===== config.mk =====
export PLATFORM = sky130hd
export DESIGN_NAME = operand_fetch
export DESIGN_NICKNAME = d
export VERILOG_FILES = /design/src/rtl/operand_fetch.sv
export SDC_FILE = /design/constraint.sdc
export NUM_CORES = 1
export LEC_CHECK = 0
export ABC_AREA = 1
export CORE_MARGIN = 10
export CORE_UTILIZATION = 30
export CTS_CLUSTER_DIAMETER = 80
export CTS_CLUSTER_SIZE = 28
export DETAILED_ROUTE_END_ITERATION = 10
export GPL_ROUTABILITY_DRIVEN = 0
export MAX_ROUTING_LAYER = met4
export PLACE_DENSITY = 0.67
export SETUP_SLACK_MARGIN = 0.3
export SKIP_CTS_REPAIR_TIMING = 1
export SLEW_MARGIN = 30
export SYNTH_ARGS = -nofsm -noshare
export SYNTH_HDL_FRONTEND = slang
export SYNTH_SLANG_ARGS = --single-unit

===== constraint.sdc =====
create_clock -name clk -period 1.74 [get_ports clk]
set_input_delay 0.174 -clock clk [delete_from_list [all_inputs] [get_ports clk]]
set_output_delay 0.174 -clock clk [all_outputs]
set_load 0.005 [all_outputs]

===== src/rtl/operand_fetch.sv =====
// -----------------------------------------------------------------------------
// operand_fetch
//
// Pipeline stage between decode and execute. Accepts a decoded instruction,
// drives the register file read addresses, captures the instruction metadata
// and presents resolved source operands to execute. A writeback bypass covers
// the register file's same-edge write/read hazard (the register file samples
// the old value on the edge it is written). While stalled, the held source
// registers are re-read on every advance edge, so operands stay coherent with
// any later writeback.
//
// Handshake (both sides): a transfer happens on a posedge clk with clk_en=1
// where valid && ready. valid holds, and its payload stays stable, until that
// transfer. ready never depends on valid of the same side.
//
// Ports:
//   clk, rst_n         core clock, asynchronous active-low reset
//   clk_en             global stall; nothing changes while low
//   flush              discard the held instruction (wins over an accept)
//   in_valid/in_ready  decode handshake; in_rs1/in_rs2/in_rd/in_pc payload
//   ra1/ra2            register file read addresses
//   rd1/rd2            register file read data (registered inside the file)
//   wb_we/wb_wa/wb_wd  writeback port, same signals the register file sees
//   out_valid/out_ready  execute handshake
//   out_op1/out_op2    resolved operands
//   out_rs1/out_rs2/out_rd/out_pc  held instruction metadata
//   dbg_byp1_v/dbg_byp2_v  bypass flags, exposed for checkers
// -----------------------------------------------------------------------------
module operand_fetch #(
    parameter int XLEN       = 32,
    parameter int REG_ADDR_W = 5,
    parameter int PC_W       = 32
) (
    input  logic                  clk,
    input  logic                  rst_n,
    input  logic                  clk_en,
    input  logic                  flush,
    input  logic                  in_valid,
    output logic                  in_ready,
    input  logic [REG_ADDR_W-1:0] in_rs1,
    input  logic [REG_ADDR_W-1:0] in_rs2,
    input  logic [REG_ADDR_W-1:0] in_rd,
    input  logic [PC_W-1:0]       in_pc,
    output logic [REG_ADDR_W-1:0] ra1,
    output logic [REG_ADDR_W-1:0] ra2,
    input  logic [XLEN-1:0]       rd1,
    input  logic [XLEN-1:0]       rd2,
    input  logic                  wb_we,
    input  logic [REG_ADDR_W-1:0] wb_wa,
    input  logic [XLEN-1:0]       wb_wd,
    output logic                  out_valid,
    input  logic                  out_ready,
    output logic [XLEN-1:0]       out_op1,
    output logic [XLEN-1:0]       out_op2,
    output logic [REG_ADDR_W-1:0] out_rs1,
    output logic [REG_ADDR_W-1:0] out_rs2,
    output logic [REG_ADDR_W-1:0] out_rd,
    output logic [PC_W-1:0]       out_pc,
    output logic                  dbg_byp1_v,
    output logic                  dbg_byp2_v
);

    logic                  out_valid_q, out_valid_d;
    logic [REG_ADDR_W-1:0] rs1_q, rs1_d;
    logic [REG_ADDR_W-1:0] rs2_q, rs2_d;
    logic [REG_ADDR_W-1:0] rd_q, rd_d;
    logic [PC_W-1:0]       pc_q, pc_d;
    logic                  byp1_v_q, byp1_v_d;
    logic                  byp2_v_q, byp2_v_d;
    logic [XLEN-1:0]       byp1_d_q, byp1_d_d;
    logic [XLEN-1:0]       byp2_d_q, byp2_d_d;
    logic                  accept;

    assign in_ready = !out_valid_q || out_ready;
    assign accept   = in_valid && in_ready;

    // When stalled the file re-reads the held sources, so a write landing
    // during the stall is picked up by the next re-read (or the bypass).
    assign ra1 = in_ready ? in_rs1 : rs1_q;
    assign ra2 = in_ready ? in_rs2 : rs2_q;

    always_comb begin
        out_valid_d = out_valid_q;
        rs1_d       = rs1_q;
        rs2_d       = rs2_q;
        rd_d        = rd_q;
        pc_d        = pc_q;

        if (flush) begin
            out_valid_d = 1'b0;
        end else if (accept) begin
            out_valid_d = 1'b1;
            rs1_d       = in_rs1;
            rs2_d       = in_rs2;
            rd_d        = in_rd;
            pc_d        = in_pc;
        end else if (out_valid_q && out_ready) begin
            out_valid_d = 1'b0;
        end

        // The register file returns the pre-write value when it reads and
        // writes the same index on one edge; remember the written data.
        byp1_v_d = !flush && wb_we && (wb_wa == ra1) && (ra1 != '0);
        byp2_v_d = !flush && wb_we && (wb_wa == ra2) && (ra2 != '0);
        byp1_d_d = wb_wd;
        byp2_d_d = wb_wd;
    end

    always_ff @(posedge clk or negedge rst_n) begin
        if (!rst_n) begin
            out_valid_q <= 1'b0;
            rs1_q       <= '0;
            rs2_q       <= '0;
            rd_q        <= '0;
            pc_q        <= '0;
            byp1_v_q    <= 1'b0;
            byp2_v_q    <= 1'b0;
            byp1_d_q    <= '0;
            byp2_d_q    <= '0;
        end else if (clk_en) begin
            out_valid_q <= out_valid_d;
            rs1_q       <= rs1_d;
            rs2_q       <= rs2_d;
            rd_q        <= rd_d;
            pc_q        <= pc_d;
            byp1_v_q    <= byp1_v_d;
            byp2_v_q    <= byp2_v_d;
            byp1_d_q    <= byp1_d_d;
            byp2_d_q    <= byp2_d_d;
        end
    end

    // x0 reads as zero no matter what the file or bypass hold.
    assign out_op1 = (rs1_q == '0) ? '0 : (byp1_v_q ? byp1_d_q : rd1);
    assign out_op2 = (rs2_q == '0) ? '0 : (byp2_v_q ? byp2_d_q : rd2);

    assign out_valid  = out_valid_q;
    assign out_rs1    = rs1_q;
    assign out_rs2    = rs2_q;
    assign out_rd     = rd_q;
    assign out_pc     = pc_q;
    assign dbg_byp1_v = byp1_v_q;
    assign dbg_byp2_v = byp2_v_q;

endmodule


==> flow_summary_export.csv <==
group,metric,value,unit
drt,vias,4972,
synth,ys_seq_area_share,41.4,%
worst_hold_path,hp-class,"input pin to flop",
synth,synthCells,577,
drt,viasPerCell,4.41,
worst_setup_path,crit_arrival,1.88,ns
synth,yosys.area.top_type,"dfrtp_1",
floorplan,die_area,22100,um^2
sta,drv_slew,0,
job,drv_cap,0,
drt,ant_nets,0,
power,p_leak,5.09,nW
drt,dr.pass1.iters,4,
drt,drt-initial-drc-count,207,
clocking,clockBufferDepth,2,
worst_setup_path,path_class,"flop to primary output",
drt,drc,0,
drt,wl_per_cell,18.0,um
sta,relSlewSlack,70.5,%
sta,fin_ws,-0.315,ns
cells_and_area,fill_cells,1361,
clocking,h-tree-depth,3,
synth,yosys-top-cells-area,"dfrtp_1 41%, nand2_1 16%, mux2_2 16%, mux2_4 10%, inv_1 6.5%",
worst_setup_path,path_cells,"buf_12 -> mux2_2 -> nand2_1 -> inv_1 -> clkdlybuf4s50_1",
synth,yosysUniqueCellTypes,17,
cells_and_area,final_nets,1061,
sta,fmax,0.487,GHz
cells_and_area,layout-drive-gt1-share,28.4,%
global_routing,grt_max_degree,37,
sta,min_period,2.05,ns
worst_setup_path,worst_path_largest_cell_delay,0.46,ns
sta,hold_viol,0,
synth,yosysWarnings,0,
global_routing,antenna_found_initial,1,
placed_design,port_buffers,279,
floorplan,die_h,149,um
floorplan,core,16100,um^2
worst_setup_path,end_kind,"primary output",
worst_setup_path,path_max_fanout,12,
floorplan,die_w,149,um
global_routing,grt_use_total,17.1,%
power,p_per_area,786,nW/um^2
worst_setup_path,cpMaxStageDelayCell,"dfrtp_2",
clocking,root_buffer,"clkbuf_16",
floorplan,ioPinCount,280,
clocking,cts-buffers-inserted,9,
clocking,cts_tree,"built",
clocking,clk_latency,0.34,ns
sta,period_share,118,%
sta,setup-violations-final,35,
sta,rsz0062_at_grt,"yes",
cells_and_area,area_growth_syn_to_layout,86.8,%
sta,finClkSkew,0.00456,ns
sta,worst_pin_slew,0.443,ns
synth,yosys.area.top_type_share,41.4,%
synth,syn_nets,732,
drt,finalWirelength,20300,um
clocking,cts.sinks,82,
global_routing,grt-ovfl-total,0,
floorplan,rows,46,
worst_setup_path,startpoint_type,"flop",
run_status,status,"finished with violations",
run_status,violations,"negative setup slack",
synth,synth_area_per_cell,8.59,um^2
global_routing,grt_pass1_wl,28800,um
power,finalPower,7.27,mW
worst_setup_path,crit_required,1.57,ns
power,peakVddDrop,0.000468,V
synth,syn_area,4960,um^2
cells_and_area,utilization,57.7,%
synth,ys_ff_latch,82,
floorplan,initial_core_util,30.9,%
clocking,clk_pin_slew,0.06,ns
global_routing,grt_pass1_vias,4974,
placed_design,dpl.hpwl,14800,um
-- kinds of logic after synthesis --
family | count (synthesis) | share of synthesized area (%)
AOI/OAI and AO/OA | 10 | 1.01
DFF | 82 | 41.4
buffers and inverters | 119 | 10.2
and+or+nand+nor | 263 | 21.5
muxes | 103 | 25.9
-- cells in the final DEF, fill, tap and decap left out, types with 2 or more instances in the layout --
cell / Yosys / routed
nand2_2: 0 / 19
clkbuf_16: 0 / 15
dfrtp_2: 0 / 3
buf_12: 0 / 11
buf_4: 0 / 38
dlymetal6s2s_1: 0 / 48
mux2_2: 70 / 66
o21ai_0: 9 / 7
nor3_2: 0 / 2
inv_6: 0 / 2
clkinvlp_4: 0 / 2
nand2_8: 1 / 2
buf_2: 10 / 5
nor2_4: 0 / 2
inv_1: 86 / 85
dfrtp_1: 82 / 79
clkbuf_2: 0 / 10
clkinv_4: 0 / 2
nand2_4: 0 / 5
nand3_2: 0 / 13
clkdlybuf4s50_1: 0 / 211
nand3_1: 36 / 22
nand2_1: 216 / 192
buf_6: 6 / 18
mux2_4: 33 / 37
nor2_1: 7 / 4
-- per-stage QoR --
step	area [um^2]	setup slack (ns)	hold slack (ns)	TNS [ns]	instances
2_1_floorplan	4960	0.355	-0.122	0	577
3_3_place_gp	8220	-0.0885	0.156	-0.509	1078
3_5_place_dp	8220	-0.0759	0.159	-0.356	1078
4_1_cts	8530	-0.391	-0.213	-24.72	1094
5_1_grt	9260	-0.434	0.181	-15.62	1128
6_report	9260	-0.315	0.181	-9.41	1128
-- path summary, 6_finish.rpt --
kind	depth (start not counted)	start	endpoint	slack, ns
worst max-delay path	5	dbg_byp1_v$_DFFE_PN0P_	out_op1[31]	-0.31
worst min-delay path	3	clk_en	byp2_d_q[22]$_DFFE_PN0P_	0.18
worst max register to register	6	out_valid$_DFFE_PN0P_	out_pc[1]$_DFFE_PN0P_	0.09
worst min register to register	2	byp2_d_q[22]$_DFFE_PN0P_	byp2_d_q[22]$_DFFE_PN0P_	0.50
max in group asynchronous	3	rst_n	out_pc[29]$_DFFE_PN0P_	0.82
min in group asynchronous	2	rst_n	out_pc[23]$_DFFE_PN0P_	0.33
-- Yosys cell counts --
library cell and instances:
o21ai_0 9, inv_1 86, nor2_1 7, nand2_1 216
clkinv_1 1, inv_2 1, nand4_4 1, nor3_1 2
nand2_8 1, dfrtp_1 82, buf_2 10, nand3_1 36
mux2_2 70, a21oi_1 1, clkbuf_1 15, mux2_4 33
buf_6 6
-- worst max-delay path: cells and delay by family, from the launching register on --
| kind | cells | cell delay [ns] |
|---|---|---|
| buffers and inverters | 3 | 0.68 |
| DFF | 1 | 0.46 |
| muxes | 1 | 0.34 |
| and+or+nand+nor | 1 | 0.06 |
-- area by class of cell --
| class | count | area [um^2] | share of cell area (%) |
|---|---|---|---|
| diodes | 1 | 2.50 | 0.0270 |
| flip-flops and latches | 82 | 2060 | 22.2 |
| clock inverters | 6 | 71.3 | 0.770 |
| multi-input cells | 377 | 2630 | 28.4 |
| well taps | 216 | 270 | 2.92 |
| repair buffers | 348 | 3660 | 39.5 |
| inverters | 88 | 335 | 3.62 |
| clock buffers | 10 | 239 | 2.58 |
-- where the power goes --
group | internal [mW] | switching (mW) | total (mW)
Combinational | 1.79 | 1.06 | 2.86
Sequential | 2.22 | 0.209 | 2.43
Clock | 1.16 | 0.825 | 1.99
-- state kept, by name, indices dropped and copies added (netlist names) --
signal      cells
out_rs2         5
out_valid       1
dbg_byp1_v      1
out_rs1         5
out_rd          5
byp2_d_q       32
out_pc         32
dbg_byp2_v      1
-- layer usage --
layer	track usage, %	routed length, um	vias up
li1	-	-	2443
met1	19.9	8440	2320
met2	29.1	10300	183
met3	3.61	1150	26
met4	5.00	384	0
met5	-	0	-
No activity file was read; power rests on OpenSTA's default activity.
